===== config.mk =====
export PLATFORM = sky130hd
export DESIGN_NAME = div_arbiter
export DESIGN_NICKNAME = d
export VERILOG_FILES = /design/src/rtl/div_arbiter_pkg.sv /design/src/rtl/div_arbiter_core.sv /design/src/rtl/div_arbiter.sv
export SDC_FILE = /design/constraint.sdc
export NUM_CORES = 1
export LEC_CHECK = 0
export BUFFER_PORTS_ARGS = -buffer_cell sky130_fd_sc_hd__buf_2
export CAP_MARGIN = 30
export CORE_MARGIN = 10
export CORE_UTILIZATION = 45
export DETAILED_ROUTE_END_ITERATION = 8
export PLACE_DENSITY = 0.71
export SLEW_MARGIN = 20
export SYNTH_ARGS = -nofsm -noshare
export SYNTH_HDL_FRONTEND = slang
export SYNTH_SLANG_ARGS = --single-unit

===== constraint.sdc =====
create_clock -name clk -period 2.9 [get_ports clk]
set_input_delay 0.435 -clock clk [delete_from_list [all_inputs] [get_ports clk]]
set_output_delay 0.435 -clock clk [all_outputs]
set_load 0.01 [all_outputs]

===== src/rtl/div_arbiter_pkg.sv =====
// Shared definitions for the two-requester divider arbiter.
package div_arbiter_pkg;

  // Default operand/result width; also the number of restoring steps.
  localparam int DIV_WIDTH = 8;

  // Arbiter sequencing states (2-bit encoding, visible on the debug port).
  typedef enum logic [1:0] {
    ST_IDLE = 2'd0,
    ST_LOAD = 2'd1,
    ST_RUN  = 2'd2,
    ST_DONE = 2'd3
  } state_t;

endpackage


===== src/rtl/div_arbiter_core.sv =====
// One restoring-division step: shift {rem,quot} left, trial-subtract the
// divisor magnitude, restore or keep, and insert the new quotient bit.
module div_arbiter_core
  import div_arbiter_pkg::*;
#(
  parameter int WIDTH = DIV_WIDTH
) (
  input  logic [WIDTH-1:0] i_rem,
  input  logic [WIDTH-1:0] i_quot,
  input  logic [WIDTH-1:0] i_divisor,
  output logic [WIDTH-1:0] o_rem,
  output logic [WIDTH-1:0] o_quot
);

  logic [WIDTH:0] w_shift;
  logic           w_fits;

  // The shifted remainder is WIDTH+1 bits so a divisor magnitude of
  // 2^(WIDTH-1) still compares correctly. When it fits, the true difference
  // is below the divisor, so a WIDTH-bit subtraction yields it exactly.
  always_comb begin
    w_shift = {i_rem, i_quot[WIDTH-1]};
    w_fits  = (w_shift >= {1'b0, i_divisor});
    o_rem   = w_fits ? (w_shift[WIDTH-1:0] - i_divisor) : w_shift[WIDTH-1:0];
    o_quot  = {i_quot[WIDTH-2:0], w_fits};
  end

endmodule


===== src/rtl/div_arbiter.sv =====
// Round-robin arbiter sharing one iterative signed restoring divider between
// two requesters, returning tagged results on one response channel.
//
// Handshakes: every channel transfers on a cycle where valid && ready are both
// high at the rising clock edge. reqN_ready is combinational and may only be
// high in IDLE for the granted requester; request inputs are sampled only on
// the transfer cycle. rsp_valid stays high and rsp_* stay stable until the
// cycle in which rsp_ready is also high.
module div_arbiter
  import div_arbiter_pkg::*;
#(
  parameter int WIDTH = DIV_WIDTH
) (
  input  logic             clk,
  input  logic             rst,
  input  logic             req0_valid,
  output logic             req0_ready,
  input  logic [WIDTH-1:0] req0_a,
  input  logic [WIDTH-1:0] req0_b,
  input  logic             req1_valid,
  output logic             req1_ready,
  input  logic [WIDTH-1:0] req1_a,
  input  logic [WIDTH-1:0] req1_b,
  output logic             rsp_valid,
  input  logic             rsp_ready,
  output logic             rsp_id,
  output logic [WIDTH-1:0] rsp_quot,
  output logic [WIDTH-1:0] rsp_rem,
  output logic             rsp_neg,
  output logic             rsp_dbz,
  output logic             rsp_ovf,
  output logic [1:0]       o_dbg_state
);

  localparam int               CW           = $clog2(WIDTH);
  localparam logic [CW-1:0]    LP_LAST_STEP = CW'(WIDTH - 1);
  localparam logic [WIDTH-1:0] LP_DBZ_QUOT  = '1;

  state_t           r_state;
  state_t           w_next_state;
  logic             r_last_grant;
  logic             r_id;
  logic [WIDTH-1:0] r_a;
  logic [WIDTH-1:0] r_b;
  logic [WIDTH-1:0] r_abs_b;
  logic [WIDTH-1:0] r_rem;
  logic [WIDTH-1:0] r_quot;
  logic [CW-1:0]    r_cnt;
  logic             r_neg;
  logic             r_dbz;

  logic             w_grant;
  logic             w_xfer;
  logic [WIDTH-1:0] w_abs_a;
  logic [WIDTH-1:0] w_abs_b;
  logic [WIDTH-1:0] w_step_rem;
  logic [WIDTH-1:0] w_step_quot;

  // Tie goes to the requester not granted last; otherwise whoever is valid.
  assign w_grant = (req0_valid && req1_valid) ? ~r_last_grant : req1_valid;

  // Magnitudes as unsigned WIDTH-bit values; the most negative value maps
  // onto 2^(WIDTH-1), which is exactly representable unsigned.
  assign w_abs_a = r_a[WIDTH-1] ? -r_a : r_a;
  assign w_abs_b = r_b[WIDTH-1] ? -r_b : r_b;

  div_arbiter_core #(
    .WIDTH (WIDTH)
  ) u_core (
    .i_rem     (r_rem),
    .i_quot    (r_quot),
    .i_divisor (r_abs_b),
    .o_rem     (w_step_rem),
    .o_quot    (w_step_quot)
  );

  // State register.
  always_ff @(posedge clk) begin
    if (rst) r_state <= ST_IDLE;
    else     r_state <= w_next_state;
  end

  // Next-state, grant/ready and response-valid decode.
  always_comb begin
    w_next_state = r_state;
    req0_ready   = 1'b0;
    req1_ready   = 1'b0;
    rsp_valid    = 1'b0;
    w_xfer       = 1'b0;
    case (r_state)
      ST_IDLE: begin
        req0_ready = !rst && req0_valid && !w_grant;
        req1_ready = !rst && req1_valid &&  w_grant;
        w_xfer     = req0_ready || req1_ready;
        if (w_xfer) w_next_state = ST_LOAD;
      end
      ST_LOAD: begin
        w_next_state = (r_b == '0) ? ST_DONE : ST_RUN;
      end
      ST_RUN: begin
        if (r_cnt == LP_LAST_STEP) w_next_state = ST_DONE;
      end
      ST_DONE: begin
        rsp_valid = 1'b1;
        if (rsp_ready) w_next_state = ST_IDLE;
      end
      default: w_next_state = ST_IDLE;
    endcase
  end

  // Operand capture, divider sequencing and round-robin history.
  always_ff @(posedge clk) begin
    if (rst) begin
      r_last_grant <= 1'b1;
      r_id         <= 1'b0;
      r_a          <= '0;
      r_b          <= '0;
      r_abs_b      <= '0;
      r_rem        <= '0;
      r_quot       <= '0;
      r_cnt        <= '0;
      r_neg        <= 1'b0;
      r_dbz        <= 1'b0;
    end else begin
      case (r_state)
        ST_IDLE: begin
          if (w_xfer) begin
            r_a          <= w_grant ? req1_a : req0_a;
            r_b          <= w_grant ? req1_b : req0_b;
            r_id         <= w_grant;
            r_last_grant <= w_grant;
          end
        end
        ST_LOAD: begin
          r_abs_b <= w_abs_b;
          r_neg   <= r_a[WIDTH-1] ^ r_b[WIDTH-1];
          r_cnt   <= '0;
          r_dbz   <= (r_b == '0);
          if (r_b == '0) begin
            r_quot <= LP_DBZ_QUOT;
            r_rem  <= w_abs_a;
          end else begin
            r_quot <= w_abs_a;
            r_rem  <= '0;
          end
        end
        ST_RUN: begin
          r_rem  <= w_step_rem;
          r_quot <= w_step_quot;
          r_cnt  <= r_cnt + CW'(1);
        end
        default: ;
      endcase
    end
  end

  // Response fields: sign fix-up is skipped for divide-by-zero, and a
  // positive quotient of magnitude 2^(WIDTH-1) is flagged as overflow.
  always_comb begin
    rsp_id      = r_id;
    rsp_rem     = r_rem;
    rsp_neg     = r_neg;
    rsp_dbz     = r_dbz;
    rsp_quot    = (r_neg && !r_dbz) ? -r_quot : r_quot;
    rsp_ovf     = !r_dbz && !r_neg && r_quot[WIDTH-1];
    o_dbg_state = r_state;
  end

endmodule


## After elaboration in Yosys (flattened, before gate mapping)

Cells that the tools add are included.

| operators by class | value |
|---|---|
| add/sub/neg operators | 5 |
| order comparisons | 1 |
| eq/ne operators | 7 |
| multiplexer cells | 21 |
| bitwise logic cells | 2 |
| reductions and logical operators | 18 |

Operator list:

| cell | count |
|---|---|
| two-way mux 8 bit | 8 |
| one-hot mux 8 bit (2 select lines) | 2 |
| negator 8 bit | 3 |
| >= comparator 9 x 8 -> 1 bit | 1 |
| logical AND 1 bit | 8 |
| zero test 8 bit | 1 |
| one-hot mux 2 bit (4 select lines) | 1 |
| subtractor 8 bit | 1 |
| two-way mux 1 bit | 6 |
| two-way mux 2 bit | 3 |
| inequality test 2 bit (second input constant) | 3 |
| one-hot mux 3 bit (2 select lines) | 1 |
| == test 2 bit (second input constant) | 2 |
| zero test 1 bit | 4 |
| adder 3 x 1 -> 3 bit (second input constant) | 1 |
| == test 3 bit (second input constant) | 1 |
| AND reduction 3 bit | 1 |
| == test 2 x 1 -> 1 bit (second input constant) | 1 |
| zero test 2 bit | 1 |
| AND reduction 2 bit | 1 |
| nonzero test 2 bit | 1 |
| logical OR 1 bit | 1 |
| inverter 1 bit | 1 |
| bitwise XOR 1 bit | 1 |

| word-level totals | value |
|---|---|
| flip-flop bits (word level) | 49 |
| bits of input ports | 37 |
| output and inout port bits | 25 |
| word-level logic and storage cells | 65 |

## Logic depth before layout (Yosys ltp)

Gate-level depths: netlist (run 1).

| logic depth | value |
|---|---|
| depth in word-level cells | 7 |
| depth in mapped cells | 9 |
| gate-level depth less buffers | 9 |

## Cells and area by module

Synthesis (run 1) repeated with hierarchy kept, for this count alone.

| second synthesis, totals | value |
|---|---|
| cells, all modules | 372 |
| area total of the unflattened synthesis | 3,159.3 um^2 |

By module, submodules not included:

| module | instances | cells each | area an instance (um^2) | seq. area each (um^2) |
|---|---|---|---|---|
| div_arbiter | 1 | 295 | 2,571.2 | 980.9 |
| div_arbiter_core | 1 | 77 | 588.1 | 0.0 |

## Worst setup path after synthesis (run 1)

Ideal clock, no wire load.

| timing path | value |
|---|---|
| path type | register -> register |
| from | register r_rem[3] (netlist: rsp_rem[3]) |
| to | register r_rem[4] (netlist: rsp_rem[4]) |
| library setup time | 120 ps |
| arrival | 1,943 ps |
| required time | 2,780 ps |
| path slack | 837 ps |
| stages on the path, launching flop included | 8 |
| buffers on the path | 0 |
| period minus slack after synthesis | 2,063 ps |
| cell sequence | dfxtp_1 ha_1 and2_1 a311o_1 o21ai_1 nand2_1 and3_1 o31a_1 |

| between the ends | value |
|---|---|
| word-level cells in the longest chain between the ends | 3 |
| elaborated cells between the ends (all ways) | 4 |
| those cells by class | add/sub: 1; order compare: 1; mux: 2 |

RTL lines:

| what | RTL line | text |
|---|---|---|
| start: declaration | div_arbiter.sv:46 | `logic [WIDTH-1:0] r_rem;` |
| start signal: assignment | div_arbiter.sv:141 | `r_rem <= w_abs_a;` |
| start signal: assignment | div_arbiter.sv:148 | `r_rem <= w_step_rem;` |
| subtractor 8 bit or >= comparator 9 x 8 -> 1 bit (tied branches) | div_arbiter_core.sv:24, div_arbiter_core.sv:23 |  |
| two-way mux 8 bit * | div_arbiter_core.sv:24 | `o_rem = w_fits ? (w_shift[WIDTH-1:0] - i_divisor) : w_shift[WIDTH-1:0];` |
| one-hot mux 8 bit (2 select lines) * | div_arbiter.sv:125 | `case (r_state)` |

Mark *: on every way between the ends. The rest lies on a longest branch, timed or not.
A chain may end at the register's enable or synchronous reset.

## Final worst setup path (run 1)

| timing path | value |
|---|---|
| from | register r_rem[3] (netlist: rsp_rem[3]) |
| to | register r_rem[1] (netlist: rsp_rem[1]) |

| between the ends | value |
|---|---|
| word-level cells in the longest chain between the ends | 3 |

RTL lines:

| what | RTL line | text |
|---|---|---|
| >= comparator 9 x 8 -> 1 bit | div_arbiter_core.sv:23 | `w_fits = (w_shift >= {1'b0, i_divisor});` |
| two-way mux 8 bit | div_arbiter_core.sv:24 |  |
| one-hot mux 8 bit (2 select lines) | div_arbiter.sv:125 |  |

Every way passes these cells.

==> results of run 1 <==
-- state kept, by name, indices dropped and copies added (netlist names) --
signal / flops
o_dbg_state: 2
r_a: 8
r_abs_b: 8
r_b: 8
r_cnt: 3
r_last_grant: 1
r_quot: 8
rsp_dbz: 1
rsp_id: 1
rsp_neg: 1
rsp_rem: 8
-- worst max path at each step --
stage          startpoint  depth (start not counted)  slack [ps]    endpoint
6_report       rsp_rem[3]                          7         620  rsp_rem[1]
5_1_grt        r_abs_b[4]                          8         480  rsp_rem[1]
4_1_cts        rsp_rem[3]                          7         620  rsp_rem[1]
3_5_place_dp   rsp_rem[3]                          7         660  rsp_rem[1]
3_3_place_gp   r_abs_b[4]                          8         750  rsp_rem[4]
2_1_floorplan  rsp_rem[3]                          7         840  rsp_rem[4]
-- per-layer routing --
metal | global-route usage (%) | share of wire [%] | up-vias
met1 | 19.41 | 49 | 1262
li1 | - | - | 1431
met4 | 3.529 | 0.51 | 0
met3 | 3.056 | 6.0 | 2
met2 | 23.11 | 45 | 96
met5 | 0 | 0 | -
-- cells in the mapped netlist, types with 2 or more instances --
| master | n |
|---|---|
| sky130_fd_sc_hd__nand3_1 | 10 |
| sky130_fd_sc_hd__o21ai_1 | 2 |
| sky130_fd_sc_hd__o211ai_1 | 3 |
| sky130_fd_sc_hd__xor2_1 | 10 |
| sky130_fd_sc_hd__nor2b_1 | 4 |
| sky130_fd_sc_hd__nand3b_1 | 2 |
| sky130_fd_sc_hd__xnor2_1 | 11 |
| sky130_fd_sc_hd__a21boi_0 | 3 |
| sky130_fd_sc_hd__dfxtp_1 | 49 |
| sky130_fd_sc_hd__o31ai_1 | 3 |
| sky130_fd_sc_hd__or2_2 | 3 |
| sky130_fd_sc_hd__o311ai_0 | 2 |
| sky130_fd_sc_hd__buf_2 | 4 |
| sky130_fd_sc_hd__a311oi_1 | 3 |
| sky130_fd_sc_hd__a211oi_1 | 24 |
| sky130_fd_sc_hd__o22ai_1 | 4 |
| sky130_fd_sc_hd__and3_1 | 4 |
| sky130_fd_sc_hd__and2_1 | 3 |
| sky130_fd_sc_hd__mux2i_1 | 24 |
| sky130_fd_sc_hd__clkbuf_1 | 15 |
| sky130_fd_sc_hd__nand2b_1 | 9 |
| sky130_fd_sc_hd__mux2_2 | 4 |
| sky130_fd_sc_hd__o31a_1 | 3 |
| sky130_fd_sc_hd__nor2_1 | 55 |
| sky130_fd_sc_hd__a21boi_1 | 3 |
| sky130_fd_sc_hd__ha_1 | 18 |
| sky130_fd_sc_hd__o21bai_1 | 2 |
| sky130_fd_sc_hd__a21oi_1 | 16 |
| sky130_fd_sc_hd__and2b_2 | 2 |
| sky130_fd_sc_hd__a31oi_1 | 3 |
| sky130_fd_sc_hd__o21ai_0 | 10 |
| sky130_fd_sc_hd__inv_1 | 24 |
| sky130_fd_sc_hd__nand2_1 | 14 |
| sky130_fd_sc_hd__nor3_1 | 7 |
| sky130_fd_sc_hd__buf_1 | 3 |
-- power by group --
| group | internal [mW] | total, mW | switching [mW] |
|---|---|---|---|
| Clock | 0.189 | 0.417 | 0.228 |
| Sequential | 0.875 | 1.09 | 0.220 |
| Combinational | 1.00 | 2.32 | 1.32 |
| Total | 2.07 | 3.83 | 1.76 |
-- cell families (layout without fill, tap and decap cells) --
kind of cell             count (synthesis)  in the layout  share of synthesized area [%]
multiplexers                            28             28                          9.157
AND/OR/NAND/NOR                        122            122                          19.40
XOR/XNOR                                21             21                          5.903
adder cells (fa/ha/maj)                 19             19                          7.872
AO/OA/AOI/OAI                           91             91                          20.24
buffers and inverters                   47             97                          5.944
flip-flops                              49             49                          31.49
-- metrics by stage --
step | total power [mW] | cell area [µm²] | std cells | setup WS [ps] | util [%]
after floorplan | 2.832 | 3115 | 377 | 837.2 | -
after global placement | 3.346 | 3460 | 499 | 752.2 | 51.20
after detailed placement | 3.408 | 3460 | 499 | 657.3 | 51.20
after CTS | 3.829 | 3550 | 506 | 624.1 | 52.54
after global routing | 4.188 | 3565 | 507 | 484.0 | 52.76
final | 3.833 | 3565 | 507 | 624.3 | 52.76
-- placed cells by master (no fill, tap or decap), drive strengths merged, types with 3 or more instances in the layout --
| cell type | count |
|---|---|
| buf | 66 |
| nor2 | 55 |
| dfxtp | 49 |
| a211oi | 25 |
| inv | 24 |
| mux2i | 24 |
| ha | 18 |
| a21oi | 16 |
| nand2 | 14 |
| o21ai | 12 |
| xnor2 | 11 |
| xor2 | 10 |
| nand3 | 10 |
| nand2b | 9 |
| nor3 | 7 |
| clkbuf | 6 |
| a21boi | 6 |
| mux2 | 4 |
| nor2b | 4 |
| and3 | 4 |
| o22ai | 4 |
| and2 | 3 |
| or2 | 3 |
| o211ai | 3 |
| o31a | 3 |
| a31oi | 3 |
| o31ai | 3 |
| a311oi | 3 |
| or3 | 3 |
-- cell type report --
class / instances / area, µm²
inverters: 24 / 90.09
well taps: 80 / 100.1
repair buffers: 66 / 350.3
multi-input cells: 281 / 1953
clock buffers: 6 / 82.58
flip-flops and latches: 49 / 980.9
clock inverters: 1 / 7.507
fillers: 646 / 3192
-- tightest hold or removal path: cells and delay by family --
kind / cells / cell delay (ps)
compound gates: 1 / 80
buf+inv: 1 / 90
mux: 1 / 110
==> results.txt, run 1 <==
The run finished with clean final reports. The worst max-slew margin expressed relative to the limit came out at between 50% and 60%. In this run the register-to-register setup slack is 620 ps.

The min-delay analysis places its worst path in the category in2reg. The most frequent cell on the critical path is sky130_fd_sc_hd__and2_1. The total of warnings raised by yosys came out at 0. The number of cells on the worst reg-to-reg path came out at 7.

The global router's overall resource usage came out at 14.47%. For the pin with the worst max-slew slack, the measured transition is 696.7 ps. The peak supply drop is 301.5 µV.

For this configuration, the core starts out at a cell density of 46.11%. The row count is 30. The synthesized netlist net count is ~430. The launching point of the worst reg2reg path is rsp_rem[3]. 62 I/O pins were placed. Of the available clock period, the critical path in the final layout requires about four fifths. The total via count in the routed design is ~2.8k. The power density normalized to cell area is 1075 nW/µm².

The initial antenna violation count came to 0. The critical path is of the reg2reg type. After synthesis, flip-flops and latches occupy 31.49% of the total area. The endpoint arrival time on the critical path is 2480 ps.

The clock tree synthesis step divided the H-tree into 2 levels. The die boundary width came out at 103.2 µm. The proportion of synthesized flip-flops having asynchronous set or reset came out at 0%. The antenna violation net count after detailed routing is 0. The total wire length is 7494 µm. In the final layout, the share of cells above drive strength 1 is 20.37%.

Relative to the synthesized area, the layout overhead comes to 14.42%. The post-CTS setup-driven buffer insertion count is 0. The CTS buffer count came out at 5. The count of flip-flops with a built-in enable after synthesis is 0. The number of buffers added on ports is 61.

In the post-synthesis netlist, the biggest area contributors are sky130_fd_sc_hd__dfxtp_1 31%, sky130_fd_sc_hd__mux2i_1 7.7%, sky130_fd_sc_hd__ha_1 7.2%. At the end of routability-driven placement, the weighted congestion stood at 0.9049. The height of the die is 103.2 µm. The distinct cell type count of the synthesized netlist is 56. The first detailed-routing pass took 4 iterations. The largest clock skew in the final design came out at 4.016 ps. The total count of max-transition violations in the final report came out at 0. The total negative slack is 0 ps. Synthesis handed over a netlist of 377 instances. The via count of the first global-routing pass came to 2,850.

The starting DRC count in detailed routing is 84. The maximum number of pins on one net before global-route repair is 40. CTS placed an instance of sky130_fd_sc_hd__clkbuf_8 at the clock tree root. STA classifies the critical path endpoint as a register. The leading register cell type out of synthesis is sky130_fd_sc_hd__dfxtp_1. Traced cell by cell, the critical path runs through ha_1 -> and2_1 -> a311o_1 -> o21ai_1 -> and2_1 -> nand3_1 -> a311oi_1.

The average size of a mapped cell is 8.264 µm². The post-cts gate resize count came out at 0. The total number of clock tree sinks came out at 49.

In this run the cell area of the synthesized design comes to 3115 µm². For this run, the slowest stage of the critical path takes 380 ps. The first-pass GRT wire length came out at 12,740 µm. The startpoint identified for the worst hold timing path is req0_b[7].

The total congestion overflow came out at 0. The register bit count reported by yosys came out at 49. The detailed-route vias per instance came out at about 5.5. The clock-pin slew of the registers on the worst-case setup and hold paths came out at 90 ps.

In the final routed layout, each cell accounts on average for 14.78 µm. The biggest area consumer among synthesized cells is sky130_fd_sc_hd__dfxtp_1. The end point of the worst hold path is r_b[7].

Detailed placement ended at an HPWL of 5884 µm. The number of buffers between clock root and the deepest sink came out at 2. The number of max-cap violations came out at 0. Setup repair after global routing left no endpoint under its margin. Setup violations remaining at the end of the flow were counted as 0. The later pin in the worst-skew pair is clocked with a latency of approximately 300 ps. The number of hold violations in the final report came out at 0. The number of DRC violations after detailed routing came out at 0. In this run the static leakage power is 1.473 nW. 0 antenna diodes ended up in the layout. The final period demand of the worst path is 2276 ps.

The share of the synthesized area in the top cell type is about a third. The worst hold slack across all endpoints is roughly 460 ps. TritonCTS built the clock tree. The peak fanout along the critical path is 8. The core footprint is 6756 µm². The top cell family by delay on the critical path is compound AO/OA/AOI/OAI gates. STA puts the critical path data required time at 3100 ps. The maximum operating frequency came out at around 0.44 GHz.

The worst setup path is launched from a register. The count of cells along the worst hold path is 3. The endpoint of the worst register-to-register path is rsp_rem[1].

The number of hold buffers added after cts is 0. The area of the die is 10,650 µm². The cell with the biggest individual delay on the critical path is sky130_fd_sc_hd__ha_1. The worst path buffer plus inverter count came out at 0. The final layout contains 483 nets.
No activity file was read; power rests on OpenSTA's default activity.
==> inputs of run 2 (changes only) <==
--- a/config.mk
+++ b/config.mk
@@ -10,7 +10,7 @@
 export CORE_MARGIN = 10
 export CORE_UTILIZATION = 45
 export DETAILED_ROUTE_END_ITERATION = 8
-export PLACE_DENSITY = 0.71
+export PLACE_DENSITY = 0.74
 export SLEW_MARGIN = 20
 export SYNTH_ARGS = -nofsm -noshare
 export SYNTH_HDL_FRONTEND = slang
==> constraint.sdc (replaced) <==
create_clock -name clk -period 1.85 [get_ports clk]
set_input_delay 0.2775 -clock clk [delete_from_list [all_inputs] [get_ports clk]]
set_output_delay 0.2775 -clock clk [all_outputs]
set_load 0.01 [all_outputs]
==> run 2 against run 1 <==
Via count is 5.7% higher. Non-clock buffer count is 44 higher. The flow now finishes with violations (setup timing). Global-route usage is 0.73 points higher.
==> results.txt, run 2 (synthesis results as in run 1) <==
The final setup violation count is 8 (+8). Following the worst setup path forward leads to its endpoint at rsp_rem[4]. The power dissipated by switching net loads is 3.145 mW (+78%). The CTS buffer count is 5 (unchanged). The number of hold violations in the final report is 0 (unchanged). The starting density of the core came to 46.11% (unchanged). The final reports fail on setup timing. The maximum number of pins on one net before global-route repair is 33 (-18%).

The H-tree depth was 2 (unchanged). The fraction of layout cells with a size suffix above 1 is 36.23% (+16 points). The number of buffers between clock root and the deepest sink is 2 (unchanged). The number of DRC violations after detailed routing came out at 0 (unchanged).

The largest clock skew in the final design is 8.893 ps (+4.877 ps). The area of the die is 10,650 µm² (unchanged). The total via count in the routed design is 2,951 (+5.7%). The minimum setup slack among reg-to-reg paths is -50 ps (-670 ps). The combinational share of power came out at 67.6% (+7.0 points).

The total I/O pin count came out at 62 (unchanged). The power density normalized to cell area is 1769 nW/µm² (+65%). The number of fillers in the final layout came out at 609 (-5.7%). The leading cell type in the layout, fill and taps excluded is sky130_fd_sc_hd__buf_2. The portion of total power attributed to the clock network is 8.7% (-2.2 points). The pin slew with the least headroom to its limit is 574.6 ps (-122.1 ps). The number of max-cap violations is 0 (unchanged). The flow ran to the end, but the final reports show violations. Leaving out fill and tap cells, the most frequent cells in the layout are 61 x sky130_fd_sc_hd__buf_2, 53 x sky130_fd_sc_hd__nor2_1, 46 x sky130_fd_sc_hd__buf_4, 38 x sky130_fd_sc_hd__dfxtp_1, 24 x sky130_fd_sc_hd__mux2i_1. The global router's overall resource usage is 15.20% (+0.73 points). The count of antenna diodes in the layout came out at 0 (unchanged). The core footprint came out at 6756 µm² (unchanged). The endpoint of the worst register-to-register path is rsp_rem[4]. The maximum operating frequency came out at 0.5275 GHz (+20%).

The final period demand of the worst path came to 1896 ps (-380.1 ps). The share of the core filled with cells in the final layout is 60.43% (+7.7 points). The antenna violation net count after detailed routing came out at 0 (unchanged). The critical path required time is 2050 ps (-1050 ps). The number of hold buffers added after cts is 0 (unchanged). The total number of clock tree sinks is 49 (unchanged).

From synthesis to final layout, the design area changed by 31.04%. The number of buffers added on ports is 61 (unchanged). Setup repair after global routing could not meet its margin everywhere. The part of the power in registers was 23.6% (-5.0 points).

The peak supply drop is 533.1 µV (+77%). The switching power share of the total came out at 43.55% (-2.5 points). The die boundary width is 103.2 µm (unchanged). The most critical setup path has its startpoint at r_abs_b[2].

The placement-stage worst setup slack is -158.4 ps (-815.7 ps). The clock-pin slew of the registers on the worst-case setup and hold paths came out at 90 ps (about the same). The peak fanout along the critical path came out at 4 (-4). The critical path is of the reg2reg type. The net count reported at finish came out at 527 (+9.1%). The leakage power is 1.726 nW (+17%). The internal cell power was 4.077 mW (+97%). The number of cells on the worst reg-to-reg path is 8 (+1). The total count of max-transition violations in the final report came out at 0 (unchanged).

The routed wirelength normalized by instance count came out at 14.91 µm (+0.84%). TritonCTS built the clock tree. STA classifies the critical path startpoint as a register.

The total wire length came out at 8228 µm (+9.8%). The worst register-to-register path begins at r_abs_b[2]. The worst max-slew margin expressed relative to the limit came out at 61.69% (+8.1 points).

The endpoint arrival time on the critical path came out at 2100 ps (-380 ps). The via count of the first global-routing pass came out at 2,984 (+4.7%). The starting DRC count in detailed routing is 126 (+50%). The non-filler instance count after layout was 552 (+8.9%). The height of the die came out at 103.2 µm (unchanged). The clock latency reported for the late side of the worst-skew pair came out at 300 ps (about the same).

The detailed-routing iteration count for the pre-antenna-repair pass came out at 4 (unchanged). The row count was 30 (unchanged). The worst setup margin came out at -45.62 ps (-669.9 ps). The number of instances in the placed design came out at 539 (+8.0%).

The initial antenna violation count came out at 0 (unchanged). The share of the cycle needed by the critical path after routing is 102.5% (+24 points). The tree is rooted in a sky130_fd_sc_hd__clkbuf_8. The final weighted congestion in routability-driven placement was 0.8703 (-3.8%). The total congestion overflow came out at 0 (unchanged).

The placed wire-length estimate came out at 6318 µm (+7.4%). The worst hold path belongs to the class in2reg. The detailed-route vias per instance is 5.346 (-2.9%). The first-pass GRT wire length is 13,210 µm (+3.6%). The endpoint type of the worst setup path is a register.
-- run 2: worst min path at each step --
| stage | start | end | slack [ps] | depth (start not counted) |
|---|---|---|---|---|
| after CTS | req0_a[1] | r_a[1] | 300 | 3 |
| after detailed placement | r_cnt[2] | r_cnt[2] | 470 | 2 |
| after global routing | req0_a[4] | r_a[4] | 310 | 3 |
| after floorplan | r_last_grant | r_last_grant | 430 | 2 |
| after global placement | rsp_id | rsp_id | 460 | 2 |
| final | req0_a[1] | r_a[1] | 300 | 3 |
-- run 2: power by group through the flow --
stage / Clock [mW] / Sequential [mW] / Combinational [mW]
2_1_floorplan: 0 / 1.68 / 2.87
3_3_place_gp: 0 / 1.68 / 4.26
3_5_place_dp: 0 / 1.69 / 4.39
4_1_cts: 0.648 / 1.67 / 4.53
5_1_grt: 0.687 / 1.75 / 5.37
6_report: 0.630 / 1.71 / 4.89
-- run 2: layout make-up --
class                   instances  area, µm²  share of cell area (%)
flip-flops and latches         49      999.7                   24.49
repair buffers                110      701.9                   17.19
clock inverters                 1      6.256                  0.1532
inverters                      24      90.09                   2.207
well taps                      80      100.1                   2.452
clock buffers                   7      76.32                   1.869
multi-input cells             281       2108                   51.64
-- run 2: per-stage QoR --
stage | total power [mW] | TNS [ps] | cell area (µm²) | hold slack (ps)
2_1_floorplan | 4.558 | -30.67 | 3166 | 433.3
5_1_grt | 7.807 | -1164 | 4083 | 306.0
4_1_cts | 6.847 | -28.78 | 3958 | 296.9
3_3_place_gp | 5.943 | -424.0 | 3832 | 456.3
6_report | 7.223 | -167.0 | 4083 | 304.7
3_5_place_dp | 6.081 | -820.8 | 3832 | 469.8
-- run 2: worst max-delay path, stage by stage, from the launching register on --
cell and delay, ps:
sky130_fd_sc_hd__dfxtp_2 330, sky130_fd_sc_hd__inv_1 90, sky130_fd_sc_hd__ha_4 220, sky130_fd_sc_hd__or2_2 290
sky130_fd_sc_hd__o31a_1 140, sky130_fd_sc_hd__o21ai_2 180, sky130_fd_sc_hd__nand2_2 100, sky130_fd_sc_hd__and3_1 180
sky130_fd_sc_hd__o31a_1 260
-- run 2: timing repair --
action | CTS | global route
buffers inserted | 1 | 4
pin swaps | 12 | 11
setup endpoints to repair | 9 | 21
resized for setup | 14 | 29
-- run 2: routing by layer --
metal	GRT usage [%]	up-vias	share of wire (%)
li1	-	1526	-
met2	26.08	81	48
met1	18.35	1332	46
met4	4.706	0	1.7
met5	0	-	0
met3	3.522	12	5.2
==> inputs of run 3 (changes only) <==
--- a/config.mk
+++ b/config.mk
@@ -9,6 +9,7 @@
 export CAP_MARGIN = 30
 export CORE_MARGIN = 10
 export CORE_UTILIZATION = 45
+export CTS_BUF_LIST = sky130_fd_sc_hd__clkbuf_2 sky130_fd_sc_hd__clkbuf_4 sky130_fd_sc_hd__clkbuf_8
 export DETAILED_ROUTE_END_ITERATION = 8
 export PLACE_DENSITY = 0.74
 export SLEW_MARGIN = 20
==> constraint.sdc (replaced) <==
create_clock -name clk -period 1.6 [get_ports clk]
set_input_delay 0.24 -clock clk [delete_from_list [all_inputs] [get_ports clk]]
set_output_delay 0.24 -clock clk [all_outputs]
set_load 0.01 [all_outputs]
==> run 3 against run 2 <==
The flow still finishes with violations (setup timing). Critical path depth is 1 lower. Clock power is 24% higher. Clock-buffer cell count decreased by 1. Sequential share of layout area decreased by 2.8 points. Total power up 36%. Die area did not move. Clock skew up 0.88 ps. Register-to-register slack worse by 280 ps. First-iteration DRC count did not move. Critical path type unchanged.
==> results.txt, run 3 (synthesis results as in run 1) <==
The flow ran to the end, but the final reports show violations. The final reports fail on setup timing. The starting DRC count in detailed routing is 126 (unchanged). The via count of the first global-routing pass came out at 3,196 (+7.1%). Setup repair after global routing could not meet its margin everywhere. The peak fanout along the critical path came out at 4 (unchanged). The number of DRC violations after detailed routing is 0 (unchanged). In this run the critical register-to-register path is launched from rsp_rem[3].

The count of cells along the worst hold path is 3 (unchanged). The total via count in the routed design came out at 3,191 (+8.1%). The area of the die came to 10,650 µm² (unchanged). The largest clock skew in the final design is 9.772 ps (+0.8794 ps). The detailed-route vias per instance was 5.445 (+1.9%). TritonCTS built the clock tree. The leading cell type in the layout, fill and taps excluded is sky130_fd_sc_hd__buf_4. The maximum number of pins on one net before global-route repair came out at 33 (unchanged). The first-pass GRT wire length came out at 14,680 µm (+11%).

The number of max-cap violations is 0 (unchanged). The worst setup path is of the reg2reg kind. The share of the cycle needed by the critical path after routing is 120.3% (+18 points). The total wire length came to 9426 µm (+15%).

The starting density of the core is 46.11% (unchanged). The critical path required time is 1820 ps (-230 ps). The layout-stage area growth over the synthesis result came out at 51.77%. The row count was 30 (unchanged). The worst setup margin came out at -324.5 ps (-278.9 ps).

The initial antenna violation count was 0 (unchanged). The total placed instance area came out at 4056 µm² (+5.8%). The placed wire-length estimate is 6693 µm (+5.9%).

STA classifies the critical path startpoint as a register. The pin slew with the least headroom to its limit is 633.9 ps (+59.25 ps). The net count reported at finish came out at 562 (+6.6%). The final setup violation count came to 17 (+9).

The total negative slack came out at -2954 ps (-2787 ps). The core footprint came to 6756 µm² (unchanged). The worst register-to-register path ends at rsp_rem[4]. The startpoint identified for the worst hold timing path is req0_a[3]. The fraction of layout cells with a size suffix above 1 is 51.58% (+15 points). The clock latency reported for the late side of the worst-skew pair is 320 ps (+20 ps). The H-tree depth is 2 (unchanged). The worst hold path terminates at r_a[3]. The die boundary width is 103.2 µm (unchanged).

The total count of max-transition violations in the final report is 0 (unchanged). The power density normalized to cell area came out at 2084 nW/µm² (+18%). In the layout the commonest cells are 71 x sky130_fd_sc_hd__buf_4, 59 x sky130_fd_sc_hd__buf_2, 50 x sky130_fd_sc_hd__nor2_1, 25 x sky130_fd_sc_hd__dfxtp_1, 24 x sky130_fd_sc_hd__mux2i_1. The leakage power is 1.989 nW (+15%). The peak supply drop is 669.7 µV (+26%). The height of the die is 103.2 µm (unchanged).

The maximum operating frequency was 0.5196 GHz (-1.5%). The endpoint arrival time on the critical path is 2140 ps (+40 ps). The number of hold violations in the final report was 0 (unchanged). The number of hold buffers added after cts was 0 (unchanged). The number of buffers between clock root and the deepest sink was 2 (unchanged). The total I/O pin count came out at 62 (unchanged).

The routed wirelength normalized by instance count came to 16.09 µm (+7.9%). The cell area after layout came to 4728 µm² (+16%). The count of antenna diodes in the layout was 0 (unchanged). The worst max-slew margin expressed relative to the limit came out at 57.30% (-4.4 points). The total number of clock tree sinks came out at 49 (unchanged). The antenna violation net count after detailed routing came to 0 (unchanged).

The number of cells on the worst reg-to-reg path is 7 (-1). The clock-pin slew of the registers on the worst-case setup and hold paths is 90 ps (about the same). The final weighted congestion in routability-driven placement was 0.9000 (+3.4%). The root buffer cell chosen for the clock tree is sky130_fd_sc_hd__clkbuf_8. The number of buffers added on ports came out at 61 (unchanged).

The worst setup path is captured at a register. The final period demand of the worst path is 1925 ps (+28.89 ps). The minimum setup slack among reg-to-reg paths is -320 ps (-280 ps). The global router's overall resource usage came to 16.91% (+1.7 points). The CTS buffer count came out at 5 (unchanged).

The detailed-routing iteration count for the pre-antenna-repair pass was 5 (+1). The class of the tightest hold or removal check is in2reg. The total congestion overflow came out at 0 (unchanged).
==> run 3: how the worst max path moves through the flow <==
stage	slack, ps	from	cells after the start	to
after floorplan	-260	r_abs_b[1]	8	rsp_rem[4]
after global placement	-290	r_abs_b[4]	8	rsp_rem[3]
after detailed placement	-390	r_abs_b[1]	8	rsp_rem[3]
after CTS	-290	rsp_rem[0]	7	rsp_rem[4]
after global routing	-400	r_abs_b[6]	7	rsp_rem[4]
final	-320	rsp_rem[3]	7	rsp_rem[4]
==> run 3: per-stage QoR <==
stage / setup WS [ps] / power (mW) / hold WS [ps] / std cells / util (%)
after floorplan: -264.8 / 5.381 / 417.2 / 377 / -
after global placement: -291.9 / 7.262 / 454.8 / 562 / 60.04
after detailed placement: -389.5 / 7.397 / 466.5 / 562 / 60.04
after CTS: -288.8 / 8.977 / 258.9 / 579 / 65.76
after global routing: -402.2 / 10.55 / 258.1 / 586 / 69.98
final: -324.5 / 9.856 / 245.7 / 586 / 69.98
==> run 3: layer usage <==
metal / routed length (µm) / global-route usage [%] / share of wire (%)
met5: 0 / 0 / 0
met4: 217 / 5.348 / 2.3
met3: 506 / 3.787 / 5.4
met2: 4557 / 27.65 / 48
met1: 4144 / 21.58 / 44
==> run 3: cell type report <==
type                            count  area, µm²
Multi-Input combinational cell    281       2392
Fill cell                         501       2028
Sequential cell                    49       1023
Timing Repair Buffer              145       1023
Inverter                           24      100.1
Tap cell                           80      100.1
Clock buffer                        6      82.58
Clock inverter                      1      6.256
==> run 3: power by group <==
part,internal (mW),switching (mW)
clock network,0.344,0.440
logic,3.61,3.44
registers,1.65,0.374
total,5.60,4.25
==> run 3: timing repair <==
action | in CTS | in global routing
setup endpoints to repair | 27 | 30
setup buffers | 10 | 10
pin swaps | 18 | 32
gates cloned | 0 | 0
gates resized for setup | 62 | 57
==> run 3: critical path: stages, from the launching register on <==
cell                      delay, ps
sky130_fd_sc_hd__dfxtp_4        370
sky130_fd_sc_hd__ha_4           240
sky130_fd_sc_hd__and2_4         130
sky130_fd_sc_hd__a311o_1        330
sky130_fd_sc_hd__o21ai_2        200
sky130_fd_sc_hd__nand2_2        110
sky130_fd_sc_hd__and3_4         180
sky130_fd_sc_hd__o31a_1         260
